`src/rtl/pc_sequencer.sv`:
```
// Program-counter sequencer between instruction decode and instruction memory.
// Chooses the next PC: sequential, relative branch, lookup-table jump, or halt.
module pc_sequencer #(
    parameter int D  = 12,
    parameter int OW = 8,
    parameter int LW = 5
) (
    input  logic          Clk,
    input  logic          Reset,
    input  logic          start,
    input  logic          stall,
    input  logic          branch_en,
    input  logic [OW-1:0] branch_offset,
    input  logic          absjump_en,
    input  logic [LW-1:0] lut_idx,
    input  logic          halt_req,
    output logic          lut_rd_en,
    output logic [LW-1:0] lut_addr,
    input  logic [D-1:0]  lut_data,
    output logic [D-1:0]  pc,
    output logic          fetch_valid,
    output logic          done
);

    // state     | meaning
    // S_IDLE    | out of reset, waiting for start
    // S_RUN     | fetching; decode controls sampled when not stalled
    // S_LUTWAIT | lookup-table read in flight, capture lut_data next edge
    // S_HALTED  | halt instruction seen, done held until restart
    typedef enum logic [1:0] {
        S_IDLE    = 2'd0,
        S_RUN     = 2'd1,
        S_LUTWAIT = 2'd2,
        S_HALTED  = 2'd3
    } state_t;

    state_t          state_q, state_d;
    logic [D-1:0]    pc_q, pc_d;
    logic            fetch_valid_q, fetch_valid_d;
    logic            lut_rd_en_q, lut_rd_en_d;
    logic [LW-1:0]   lut_addr_q, lut_addr_d;
    logic            done_q, done_d;

    logic [D-1:0]    offset_ext;
    logic [D-1:0]    pc_seq;
    logic [D-1:0]    pc_branch;
    logic            decode_ok;

    assign offset_ext = {{(D-OW){branch_offset[OW-1]}}, branch_offset};
    assign pc_seq     = pc_q + {{(D-1){1'b0}}, 1'b1};
    assign pc_branch  = pc_q + offset_ext;
    assign decode_ok  = fetch_valid_q && !stall;

    always_comb begin
        state_d       = state_q;
        pc_d          = pc_q;
        fetch_valid_d = fetch_valid_q;
        lut_rd_en_d   = 1'b0;
        lut_addr_d    = lut_addr_q;
        done_d        = done_q;

        case (state_q)
            S_IDLE: begin
                fetch_valid_d = 1'b0;
                if (start) begin
                    state_d       = S_RUN;
                    pc_d          = '0;
                    fetch_valid_d = 1'b1;
                end
            end

            S_RUN: begin
                if (decode_ok) begin
                    if (halt_req) begin
                        state_d       = S_HALTED;
                        done_d        = 1'b1;
                        fetch_valid_d = 1'b0;
                    end else if (absjump_en) begin
                        state_d       = S_LUTWAIT;
                        lut_rd_en_d   = 1'b1;
                        lut_addr_d    = lut_idx;
                        fetch_valid_d = 1'b0;
                    end else if (branch_en) begin
                        pc_d = pc_branch;
                    end else begin
                        pc_d = pc_seq;
                    end
                end
            end

            // The table word is only valid this one cycle, so stall cannot hold it off.
            S_LUTWAIT: begin
                state_d       = S_RUN;
                pc_d          = lut_data;
                fetch_valid_d = 1'b1;
            end

            S_HALTED: begin
                done_d        = 1'b1;
                fetch_valid_d = 1'b0;
                if (start) begin
                    state_d       = S_RUN;
                    pc_d          = '0;
                    done_d        = 1'b0;
                    fetch_valid_d = 1'b1;
                end
            end

            default: begin
                state_d       = S_IDLE;
                pc_d          = '0;
                fetch_valid_d = 1'b0;
                done_d        = 1'b0;
            end
        endcase
    end

    always_ff @(posedge Clk or negedge Reset) begin
        if (!Reset) begin
            state_q       <= S_IDLE;
            pc_q          <= '0;
            fetch_valid_q <= 1'b0;
            lut_rd_en_q   <= 1'b0;
            lut_addr_q    <= '0;
            done_q        <= 1'b0;
        end else begin
            state_q       <= state_d;
            pc_q          <= pc_d;
            fetch_valid_q <= fetch_valid_d;
            lut_rd_en_q   <= lut_rd_en_d;
            lut_addr_q    <= lut_addr_d;
            done_q        <= done_d;
        end
    end

    assign pc          = pc_q;
    assign fetch_valid = fetch_valid_q;
    assign lut_rd_en   = lut_rd_en_q;
    assign lut_addr    = lut_addr_q;
    assign done        = done_q;

endmodule

```
`config.mk`:
```
export PLATFORM = sky130hd
export DESIGN_NAME = pc_sequencer
export DESIGN_NICKNAME = d
export VERILOG_FILES = /design/src/rtl/pc_sequencer.sv
export SDC_FILE = /design/constraint.sdc
export NUM_CORES = 1
export LEC_CHECK = 0
export CELL_PAD_IN_SITES_DETAIL_PLACEMENT = 1
export CELL_PAD_IN_SITES_GLOBAL_PLACEMENT = 1
export CORE_ASPECT_RATIO = 1.25
export CORE_MARGIN = 5
export CORE_UTILIZATION = 37
export CTS_CLUSTER_DIAMETER = 150
export DETAILED_ROUTE_END_ITERATION = 6
export GPL_TIMING_DRIVEN = 0
export HOLD_SLACK_MARGIN = 0.12
export PLACE_DENSITY_LB_ADDON = 0.1
export SLEW_MARGIN = 10
export SYNTH_ARGS = -nofsm -noshare
export SYNTH_HDL_FRONTEND = slang
export SYNTH_SLANG_ARGS = --single-unit
```
`constraint.sdc`:
```
create_clock -name Clk -period 4.2 [get_ports Clk]
set_input_delay 0.84 -clock Clk [delete_from_list [all_inputs] [get_ports Clk]]
set_output_delay 0.84 -clock Clk [all_outputs]
set_load 0.02 [all_outputs]
```
==> qor.txt, run 1 <==
status = finished, final reports clean
post-CTS setup buffer count = 0
CP Capture Type = flip-flop
Reg clk slew, reported paths = 0.10 ns
Vias = 1697
CTS buffer count = 3
Critical path buffers and inverters = 1
routability cong. = 0.787
LEAKAGE = 0.968 nW
Detailed Route WL = 5200 µm
Initial Util = 0.381
Synth Area per Inst = 8.64 µm²
routed len/inst = 16.9 µm
PwrDens = 632 mW/mm²
post-synth net total = 238
Cell variety after synth = 53
Tmin final = 3.42 ns
# H-tree levels = 1
vias in the first global route = 1795
commonest non-fill, non-tap cell in the layout = clkdlybuf4s50_1
hold_buf cts = 0
most frequent CP cell = a21oi_1
clock skew = 0.00450 ns
core area = 0.00443 mm²
initial antenna violation count = 0
Worst EP arrival = 3.58 ns
crit-path leading delay family = compound AO/OA/AOI/OAI gates
Clock Tree Root = clkbuf_8
global route overflow = 0
Crit path largest cell delay = 0.66 ns
CTS tree = done
final hold viol count = 0
Startpoint Class = input port
antenna cells = 0
worst slack at placement = 0.467 ns
Synth warnings = 0
hold_ws = 0.513 ns
FP Rows = 27
final worst slack = 0.782 ns
Via-to-Cell Ratio = 5.51
Async S/R FF share, synth = 1.00
number of synthesized flops with an enable pin = 0
Detail Route Antenna Nets = 0
setup TNS = 0 ns
Final Max Slew Viols = 0
worst min-delay path category = flip-flop to flip-flop
worst-margin pin slew = 1.04 ns
maximum vdd drop = 0.218 mV
ys flop type = dfrtp_1
crit-path cells = clkdlybuf4s50_1, nand2b_1, ha_1, fa_1, a21oi_1, o221ai_1, a311o_1, a21oi_1, o31ai_1
first-pass GRT wire length = 8690 µm
HPWL after DPL = 4060 µm
die area = 0.00601 mm²
Slowest cell on crit path = clkdlybuf4s50_1
Die Width = 70.4 µm
Cells after Synth = 195
Setup-failing EPs final = 0
drt drc = 0
Total Routing Usage GR = 0.178
RSZ-0062 raised after global routing = false
clk_lat worst skew = 0.27 ns
crit path max fanout = 10
Max Freq = 293 MHz
clock tree sinks = 22
Mapped Area = 0.00169 mm²
chip height = 85.5 µm
layout cells sized above 1 = 0.0720
DRT iter0 DRCs = 62
# IOs = 52
Max Root-Sink Buffers = 2
Final #Nets = 294
Rel. slew slack = 0.305
I/O Buffers = 51
sequential fraction of the synthesis area = 0.327
Placed Instance Area = 0.00227 mm²
Resize count post-CTS = 0
Area growth, synth to finish = 38.8%
Final period util = 0.814
Synth Register Bits = 22
Max-cap violations = 0
critical path class = input port to flip-flop
commonest non-fill, non-tap cells in the layout = 51 x clkdlybuf4s50_1, 22 x dfrtp_1, 20 x nand2_1
largest net degree at the start of global routing = 23
first-pass detailed-route iteration total = 4
Finished Cell Area = 0.00234 mm²
Required @ worst endpoint = 4.36 ns
Fillers = 524
Yosys cell counts (2+ instances only):
library cell / instances / area (µm²)
a21o_1: 3 / 22.5
a21oi_1: 16 / 80.1
a221oi_1: 3 / 26.3
a22oi_1: 6 / 45.0
a2bb2oi_1: 3 / 26.3
a31oi_1: 4 / 25.0
and2_1: 8 / 50.1
and3_1: 2 / 12.5
buf_2: 2 / 10.0
clkbuf_1: 4 / 15.0
dfrtp_1: 22 / 551
ha_1: 10 / 125
inv_1: 6 / 22.5
mux2_2: 5 / 56.3
mux2i_1: 2 / 20.0
nand2_1: 20 / 75.1
nand2b_1: 6 / 37.5
nand3_1: 3 / 15.0
nand4_1: 3 / 18.8
nor2_1: 17 / 63.8
nor2b_1: 3 / 18.8
nor3b_1: 2 / 15.0
nor4_1: 2 / 12.5
o211ai_1: 2 / 15.0
o21a_1: 2 / 15.0
o21ai_0: 9 / 45.0
o21bai_1: 2 / 15.0
o311ai_0: 2 / 17.5
xor2_1: 2 / 17.5
layer usage:
| layer | GRT usage | part of all wire | vias to the layer above |
|---|---|---|---|
| li1 | - | - | 830 |
| met1 | 0.217 | 0.44 | 824 |
| met2 | 0.329 | 0.52 | 37 |
| met3 | 0.0225 | 0.030 | 6 |
| met4 | 0.0418 | 0.0085 | 0 |
| met5 | 0 | 0 | - |
power by group:
| group | switching, W | internal [W] |
|---|---|---|
| registers | 0.0000724 | 0.000296 |
| logic | 0.000487 | 0.000410 |
| clock network | 0.0000851 | 0.000128 |
| total | 0.000644 | 0.000834 |
stage by stage:
step                      utilization  power [W]  cells
after CTS                       0.529    0.00149    308
after floorplan                     -   0.000940    195
after global placement          0.513    0.00126    304
after detailed placement        0.513    0.00128    304
final                           0.529    0.00148    308
after global routing            0.529    0.00160    308
worst paths after layout:
| path | from | end | slack [ns] | depth (start not counted) |
|---|---|---|---|---|
| setup / recovery | branch_en | pc[8] | 0.78 | 9 |
| hold / removal | lut_addr[3] | lut_addr[3] | 0.51 | 1 |
| setup reg to reg | pc[0] | pc[8] | 1.70 | 7 |
| hold reg to reg | lut_addr[3] | lut_addr[3] | 0.51 | 1 |
| max in group asynchronous | Reset | pc[2] | 2.45 | 1 |
| min in group asynchronous | Reset | fetch_valid | 1.13 | 1 |
registers in the layout, summed over array words and instances (netlist names):
register and count:
pc 12, lut_addr 5, fetch_valid 1, state_q 2, lut_rd_en 1, done 1
cell type report:
type | instances | area [µm²] | share of cell area
plain buffers | 7 | 28.8 | 0.0123
well taps | 58 | 72.6 | 0.0310
clock inverters | 1 | 30.0 | 0.0128
multi-input cells | 160 | 1080 | 0.463
inverters | 6 | 22.5 | 0.00963
repair buffers | 51 | 510 | 0.218
clock buffers | 3 | 41.3 | 0.0176
flip-flops and latches | 22 | 551 | 0.235
logic make-up (layout without fill, tap and decap cells):
| group | count (synthesis) | count (layout) | synth area share |
|---|---|---|---|
| mux | 7 | 7 | 0.0453 |
| xor+xnor | 3 | 3 | 0.0156 |
| buf+inv | 13 | 68 | 0.0304 |
| fa+ha+maj | 11 | 11 | 0.0861 |
| simple gates | 74 | 74 | 0.232 |
| flops | 22 | 22 | 0.327 |
| compound gates | 65 | 65 | 0.264 |
No activity file was read; power rests on OpenSTA's default activity.
==> run 2: changes to the inputs <==
--- a/config.mk
+++ b/config.mk
@@ -9,7 +9,7 @@
 export CELL_PAD_IN_SITES_GLOBAL_PLACEMENT = 1
 export CORE_ASPECT_RATIO = 1.25
 export CORE_MARGIN = 5
-export CORE_UTILIZATION = 37
+export CORE_UTILIZATION = 31
 export CTS_CLUSTER_DIAMETER = 150
 export DETAILED_ROUTE_END_ITERATION = 6
 export GPL_TIMING_DRIVEN = 0
==> constraint.sdc (replaced) <==
create_clock -name Clk -period 3.12 [get_ports Clk]
set_input_delay 0.624 -clock Clk [delete_from_list [all_inputs] [get_ports Clk]]
set_output_delay 0.624 -clock Clk [all_outputs]
set_load 0.02 [all_outputs]
==> run 2 against run 1 <==
Effect of this change:
- setup slack lost 0.49 ns
- clock power is 9% lower
- global-route usage shrank 2.1 points
- power rose by 29%
==> qor.txt, run 2 (synthesis results as in run 1) <==
Fillers = 658
Setup-failing EPs final = 0
RSZ-0062 raised after global routing = false
chip height = 92.4 µm
global route overflow = 0
die area = 0.00702 mm²
# IOs = 52
final hold viol count = 0
clock skew = 0.00794 ns
I/O Buffers = 51
Non-Filler Instances = 313
Vias = 1700
Slowest cell on crit path = fa_1
commonest non-fill, non-tap cell in the layout = clkdlybuf4s50_1
Via-to-Cell Ratio = 5.43
DRT iter0 DRCs = 25
first-pass detailed-route iteration total = 4
Final period util = 0.905
Area growth, synth to finish = 37.7%
Final Max Slew Viols = 0
most frequent CP cell = a21oi_1
Max Root-Sink Buffers = 2
LEAKAGE = 0.957 nW
drt drc = 0
largest net degree at the start of global routing = 23
worst-margin pin slew = 0.695 ns
# H-tree levels = 1
routability cong. = 0.819
commonest non-fill, non-tap cells in the layout = 49 x clkdlybuf4s50_1, 22 x dfrtp_1, 20 x nand2_1
Cells after DPL = 310
critical path class = input port to flip-flop
Tmin final = 2.82 ns
crit path max fanout = 7
CTS tree = done
initial antenna violation count = 0
CTS buffer count = 3
Die Width = 76.0 µm
worst slack at placement = -0.483 ns
PwrDens = 820 mW/mm²
core area = 0.00537 mm²
routed len/inst = 17.0 µm
Total Routing Usage GR = 0.157
Detailed Route WL = 5310 µm
Detail Route Antenna Nets = 0
Initial Util = 0.314
HPWL after DPL = 4070 µm
antenna cells = 0
Worst EP arrival = 2.99 ns
Reg clk slew, reported paths = 0.09 ns
Clock Tree Root = clkbuf_8
Required @ worst endpoint = 3.28 ns
hold_buf cts = 0
Max Freq = 354 MHz
FP Rows = 30
Startpoint Class = input port
Crit path largest cell delay = 0.42 ns
Rel. slew slack = 0.536
final worst slack = 0.296 ns
crit-path cells = clkdlybuf4s50_1, nand2b_1, ha_1, fa_1, a21oi_1, o221ai_2, a311o_1, a21oi_1, o31ai_1
worst min-delay path category = input port to asynchronous set/reset pin
Max-cap violations = 0
status = finished, final reports clean
Final #Nets = 294
vias in the first global route = 1885
maximum vdd drop = 0.294 mV
CP Capture Type = flip-flop
clk_lat worst skew = 0.27 ns
first-pass GRT wire length = 9090 µm
layout cells sized above 1 = 0.0803
max FFs per register = 12
clock tree sinks = 22
## run 2: cell types whose count changed in the layout (fill, tap and decap cells not counted)
cell             before  now
a21oi_1              16   15
o221ai_2              0    1
o221ai_1              1    0
bufinv_16             1    0
buf_2                 2    3
a21oi_2               1    2
clkdlybuf4s50_1      51   49
dlygate4sd2_1         0    1
## run 2: final cells by class
type,count,area [µm²],share of cell area
multi-input cells,160,1090,0.471
flip-flops and latches,22,551,0.237
repair buffers,51,504,0.217
well taps,64,80.1,0.0345
clock buffers,3,41.3,0.0178
plain buffers,7,28.8,0.0124
inverters,6,22.5,0.00970
## run 2: layer usage
| layer | global-route usage | up-vias | routed length [µm] |
|---|---|---|---|
| li1 | - | 834 | - |
| met1 | 0.184 | 819 | 2190 |
| met2 | 0.281 | 41 | 2730 |
| met3 | 0.0360 | 6 | 323 |
| met4 | 0.0445 | 0 | 59 |
| met5 | 0 | - | 0 |
## run 2: final timing paths
kind                                   from           to  slack, ns  cells after the start
min                                   Reset        pc[6]       0.33                      1
max                        branch_offset[0]        pc[8]       0.30                      9
max reg2reg                      state_q[1]        pc[6]       0.73                      7
min reg2reg                     lut_addr[0]  lut_addr[0]       0.51                      1
max in group asynchronous             Reset    lut_rd_en       2.42                      1
min in group Clk                lut_addr[0]  lut_addr[0]       0.51                      1
## run 2: timing repair
action	CTS	global route
endpoints found under the hold margin	0	0
gates resized for setup	3	0
setup endpoints to repair	3	0
buffers inserted	0	0
## run 2: where the power goes
group          switching [W]  leakage, nW  internal [W]
Sequential         0.0000975        0.263      0.000399
Clock               0.000107       0.0216     0.0000867
Combinational       0.000659        0.673      0.000555
Total               0.000864        0.957       0.00104
## run 2: metrics by stage
step	hold WS (ns)	total power (W)	area [µm²]	util	TNS (ns)
5_1_grt	0.386	0.00208	2320	0.432	0
3_3_place_gp	0.488	0.00170	2280	0.424	-1.14
4_1_cts	0.516	0.00194	2330	0.433	0
6_report	0.330	0.00190	2320	0.432	0
2_1_floorplan	0.328	0.00126	1690	-	0
3_5_place_dp	0.495	0.00173	2280	0.424	-1.18
## run 2: worst max-delay path, delay by kind of cell
| kind | cells | cell delay [ns] |
|---|---|---|
| AO/OA/AOI/OAI | 5 | 1.19 |
| adder cells (fa/ha/maj) | 2 | 0.65 |
| buffers and inverters | 1 | 0.39 |
| AND/OR/NAND/NOR | 1 | 0.14 |
==> variant 1 (settings of run 2) <==
Make the reset (`Reset`) synchronous in one clocked block.
--- a/src/rtl/pc_sequencer.sv
+++ b/src/rtl/pc_sequencer.sv
@@ -116,5 +116,5 @@
     end
 
-    always_ff @(posedge Clk or negedge Reset) begin
+    always_ff @(posedge Clk) begin
         if (!Reset) begin
             state_q       <= S_IDLE;
Function: differs if Reset is asserted again (counterexample within 4 cycles, from zero or initial values and one cycle with Reset low); with Reset held inactive, the same outputs for 10 cycles.
==> variant 1 against run 2 <==
Synthesized area grew 1.3%; utilization grew 0.60 points; critical endpoint is now pc[10]; die area rose by 1.2%; synthesized cell count rose by 5.1%; sequential cell count unchanged; routed wire length is 4.2% higher; worst setup slack got worse by 0.061 ns; design area grew 2.1%.
Power is not compared: it rests on default switching activity, and its combinational part moved more than twofold at a synthesized area within 25%.
==> variant 1: results (changes against run 2) <==
Logic synthesis
  – Synth top area cells: dfxtp_1 (26%), ha_1 (7.3%), mux2i_1 (4.1%), nor2_1 (3.7%), a211oi_1 (3.5%)
  – Post-synth top cells: dfxtp_1 (22), nor2_1 (17), o21ai_0 (11)
  – Post-synthesis compound-gate area fraction: 31.4% (+5.1 points)
  – Syn_nets: 248 (+4.2%)
  – Synth cell types: 57 (+7.5%)
  – Main synth FF type: dfxtp_1
  – Seq/Total Area, Yosys: 25.8% (-6.9 points)
  – Adder-Cell Fraction of Synth Area: 8.50% (-0.11 points)
  – XOR/XNOR Fraction of Synth Area: 2.56% (+1.0 points)
  – Mux share of post-synthesis cell area: 4.76% (+0.23 points)
  – Mapped Avg Cell Area: 8.33 µm² (-3.6%)

GRT
  – Met1 Track Usage GR: 19.0% (+0.56 points)
  – Vias in the first global route: 1,862 (-1.2%)
  – Grt met3 use: 2.70% (-0.90 points)
  – Largest net degree at the start of global routing: 14 (-39%)
  – Total track usage: 15.6% (-0.069 points)
  – First-pass GRT wire length: 9080 µm (-0.15%)

Setup path
  – Crit Reg-Reg Startpoint: pc[0]
  – Worst Path Arrival: 3.08 ns (+0.09 ns)
  – CP peak stage delay: 0.47 ns (+0.05 ns)
  – Max FO, Critical Path: 10 (+3)
  – Slowest-stage cell, CP: clkdlybuf4s50_1
  – Critical Path Sink: pc[10]
  – R2R Setup Slk: 0.96 ns (+0.23 ns)

Layout
  – Filler cells: 668 (+1.5%)
  – Area grow syn2layout: 38.8%
  – Final Net Count: 304 (+3.4%)

Route
  – Met3 wire len: 214 µm (-34%)
  – DR vias: 1,775 (+4.4%)
  – WL met1: 2410 µm (+9.8%)
  – WL per Instance: 17.1 µm (+0.65%)
  – Met2 wire len: 2830 µm (+3.7%)
  – Final WL: 5530 µm (+4.2%)

Placement
  – Placed cell area: 2300 µm² (+0.99%)
  – Final Wtd Congestion: 0.735 (-10%)
  – Pre-CTS setup slack: -0.0643 ns (+0.419 ns)
  – Placed Cells: 320 (+3.2%)
  – DP HPWL: 4160 µm (+2.0%)

Timing
  – Tmin final: 2.88 ns (+0.0606 ns)
  – Fin Clk Skew: 0.0129 ns (+0.00495 ns)
  – Final hold slack: 0.507 ns (+0.177 ns)

Min path
  – Hold Path Class: reg -> reg

CTS
  – Max clock buf depth: 2 (unchanged)
  – Post-CTS Resized: 0 (-3)

Status
  – Status: complete, no violations
[variant 1: logic make-up (layout without fill, tap and decap cells)]
| family | after synthesis | count (layout) |
|---|---|---|
| xor gates and xnor gates | 5 | 5 |
| DFF | 22 | 22 |
| adders and majority gates | 11 | 11 |
| AOI/OAI and AO/OA | 71 | 71 |
| muxes | 8 | 8 |
| and+or+nand+nor | 67 | 67 |
| buffers and inverters | 21 | 76 |
[variant 1: cell type report]
cell class,instances,area share [%]
plain buffers,15,3.22
inverters,6,0.950
multi-input cells,162,49.3
flip-flops and latches,22,18.6
clock inverters,1,1.27
clock buffers,3,1.74
well taps,64,3.38
repair buffers,51,21.5
[variant 1: report_power, final]
| part | leakage (nW) | internal [mW] | switching (mW) | total, mW |
|---|---|---|---|---|
| Sequential | 0.180 | 0.308 | 0.0239 | 0.332 |
| Clock | 0.0357 | 0.172 | 0.111 | 0.283 |
| Combinational | 0.681 | 0.192 | 0.226 | 0.419 |
| Total | 0.896 | 0.672 | 0.361 | 1.03 |
==> variant 2 (settings of run 2) <==
Without the edit above. `LW`: 5 -> 10.
--- a/src/rtl/pc_sequencer.sv
+++ b/src/rtl/pc_sequencer.sv
@@ -4,5 +4,5 @@
     parameter int D  = 12,
     parameter int OW = 8,
-    parameter int LW = 5
+    parameter int LW = 10
 ) (
     input  logic          Clk,
Ports: changed (resized lut_addr and lut_idx); port bits go from 52 to 62. No check against the original RTL was run, so the function may have changed too.
==> variant 2 against run 2 <==
Non-clock buffer count up 12; synthesized area increased by 6.3%; total power grew 24%; worst setup slack lost 0.12 ns; sequential share of layout area rose by 3.0 points; design area rose by 8.8%; sequential power grew 29%; sequential cell count up 5; routed wire length is 1.0% higher; highest routed layer unchanged.
==> variant 2: results (changes against run 2) <==
CTS
  – Max clock buf depth: 2 (unchanged)
  – H-tree levels: 1 (unchanged)
  – Clock transition at path regs: 0.10 ns
  – CTS buffer count: 3 (unchanged)
  – Later-pin clock latency in the skew report: 0.27 ns (about the same)
  – Root buffer cell: clkbuf_8

Setup path
  – Max FO, Critical Path: 3 (-4)
  – Worst Path Arrival: 3.12 ns (+0.13 ns)
  – Crit Reg-Reg Endpoint: pc[8]
  – Crit Reg-Reg Startpoint: pc[0]
  – R2R Setup Slk: 0.63 ns (-0.10 ns)
  – R2R cell count: 8 (+1)
  – CP peak stage delay: 0.40 ns (-0.02 ns)
  – Slowest-stage cell, CP: fa_1

Status
  – Status: complete, no violations

Min path
  – Hold Path Class: in -> async

GRT
  – Largest net degree at the start of global routing: 28 (+22%)
  – Total track usage: 15.0% (-0.71 points)
  – Vias in the first global route: 1,836 (-2.6%)
  – First-pass GRT wire length: 8980 µm (-1.2%)
  – Initial antenna violation count: 0 (unchanged)

Logic synthesis
  – Synth top area cells: dfrtp_1 (38%), nand2_1 (9.4%), ha_1 (7.0%), nor2_1 (5.4%), a21oi_1 (4.7%)
  – Synth warn: 0 (unchanged)
  – Post-synth top cells: nand2_1 (45), dfrtp_1 (27), nor2_1 (26)
  – Syn_nets: 261 (+9.7%)
  – Main synth FF type: dfrtp_1
  – Seq/Total Area, Yosys: 37.7% (+5.0 points)
  – Post-synth ARST share: 100% (unchanged)
  – Synth cell types: 44 (-17%)

Timing
  – Final hold slack: 0.369 ns (+0.0395 ns)
  – Worst slew pin tran: 0.658 ns (-0.0365 ns)
  – Fin Clk Skew: 0.00510 ns (-0.00285 ns)

Layout
  – Final Net Count: 327 (+11%)
  – N_diodes: 0 (unchanged)
  – Max reg flops: 12 (unchanged)
  – Layout cells sized above 1: 5.40% (-2.6 points)

Placement
  – DP HPWL: 4200 µm (+3.1%)
  – Final Wtd Congestion: 0.811 (-0.96%)
  – Buffers on Ports: 61 (+20%)

Route
  – DRT Pass-1 Iters: 4 (unchanged)
  – WL per Instance: 15.6 µm (-8.1%)
  – Vias per Instance: 5.03 (-7.5%)
  – First DRT Iteration DRCs: 45 (+80%)

Pwr
  – Leak pwr: 1.11 nW (+16%)
  – Peak supply drop: 0.348 mV (+18%)
-- variant 2: changes by cell type after synthesis, moves of 3 or more --
cell | run 2 | this run
dfrtp_1 | 22 | 27
o21ai_0 | 9 | 3
a2bb2oi_1 | 3 | 0
a22oi_1 | 6 | 0
a221oi_1 | 3 | 8
nand2_1 | 20 | 45
mux2_2 | 5 | 0
nor2_1 | 17 | 26
-- variant 2: how the worst max path moves through the flow --
stage / start / to / slack [ns]
after floorplan: branch_offset[0] / pc[10] / 0.53
after global placement: branch_en / pc[8] / -0.42
after detailed placement: branch_en / pc[8] / -0.43
after CTS: branch_offset[0] / pc[8] / 0.10
after global routing: branch_offset[0] / pc[8] / 0.003
final: branch_offset[0] / pc[8] / 0.17
-- variant 2: what timing repair did --
item,in CTS,in global routing
endpoints found under the hold margin,0,0
buffers inserted,0,0
pin swaps,0,1
endpoints found under the setup margin,3,2
resized for setup,1,1
-- variant 2: per-layer routing --
metal / routed length [µm] / track usage [%] / up-vias
met3: 392 / 4.20 / 2
met1: 2300 / 17.8 / 811
li1: - / - / 870
met2: 2640 / 26.9 / 46
met4: 29 / 2.96 / 0
met5: 0 / 0 / -
-- variant 2: final cells by class --
type,instances,area (µm²)
clock buffers,3,41.3
clock inverters,1,5.00
multi-input cells,170,1050
well taps,66,82.6
repair buffers,61,604
fillers,692,3180
inverters,7,26.3
flip-flops and latches,27,676
plain buffers,9,38.8
-- variant 2: cell families after synthesis --
| family | Yosys count | share of synthesized area (%) |
|---|---|---|
| AO/OA/AOI/OAI | 45 | 18.0 |
| XOR/XNOR | 7 | 3.42 |
| adder cells (fa/ha/maj) | 11 | 8.10 |
| buffers and inverters | 16 | 3.63 |
| flip-flops | 27 | 37.7 |
| multiplexers | 4 | 2.23 |
| AND/OR/NAND/NOR | 103 | 26.9 |
-- variant 2: critical path: cells and delay by family --
kind,cells,cell delay (ns)
compound gates,5,1.12
fa+ha+maj,2,0.62
buf+inv,1,0.39
mux,1,0.22
simple gates,1,0.14
-- variant 2: power breakdown --
part | internal [mW] | switching (mW) | total (mW)
Sequential | 0.515 | 0.126 | 0.641
Clock | 0.0895 | 0.114 | 0.204
Combinational | 0.679 | 0.839 | 1.52
Total | 1.28 | 1.08 | 2.36
-- variant 2: per-stage QoR --
| stage | setup TNS, ns | instances | utilization, % | area [µm²] | setup WS, ns |
|---|---|---|---|---|---|
| 2_1_floorplan | 0 | 213 | - | 1790 | 0.532 |
| 3_3_place_gp | -1.10 | 340 | 43.6 | 2480 | -0.425 |
| 3_5_place_dp | -1.40 | 340 | 43.5 | 2480 | -0.431 |
| 4_1_cts | 0 | 344 | 44.3 | 2520 | 0.101 |
| 5_1_grt | 0 | 344 | 44.3 | 2520 | 0.00307 |
| 6_report | 0 | 344 | 44.3 | 2520 | 0.173 |
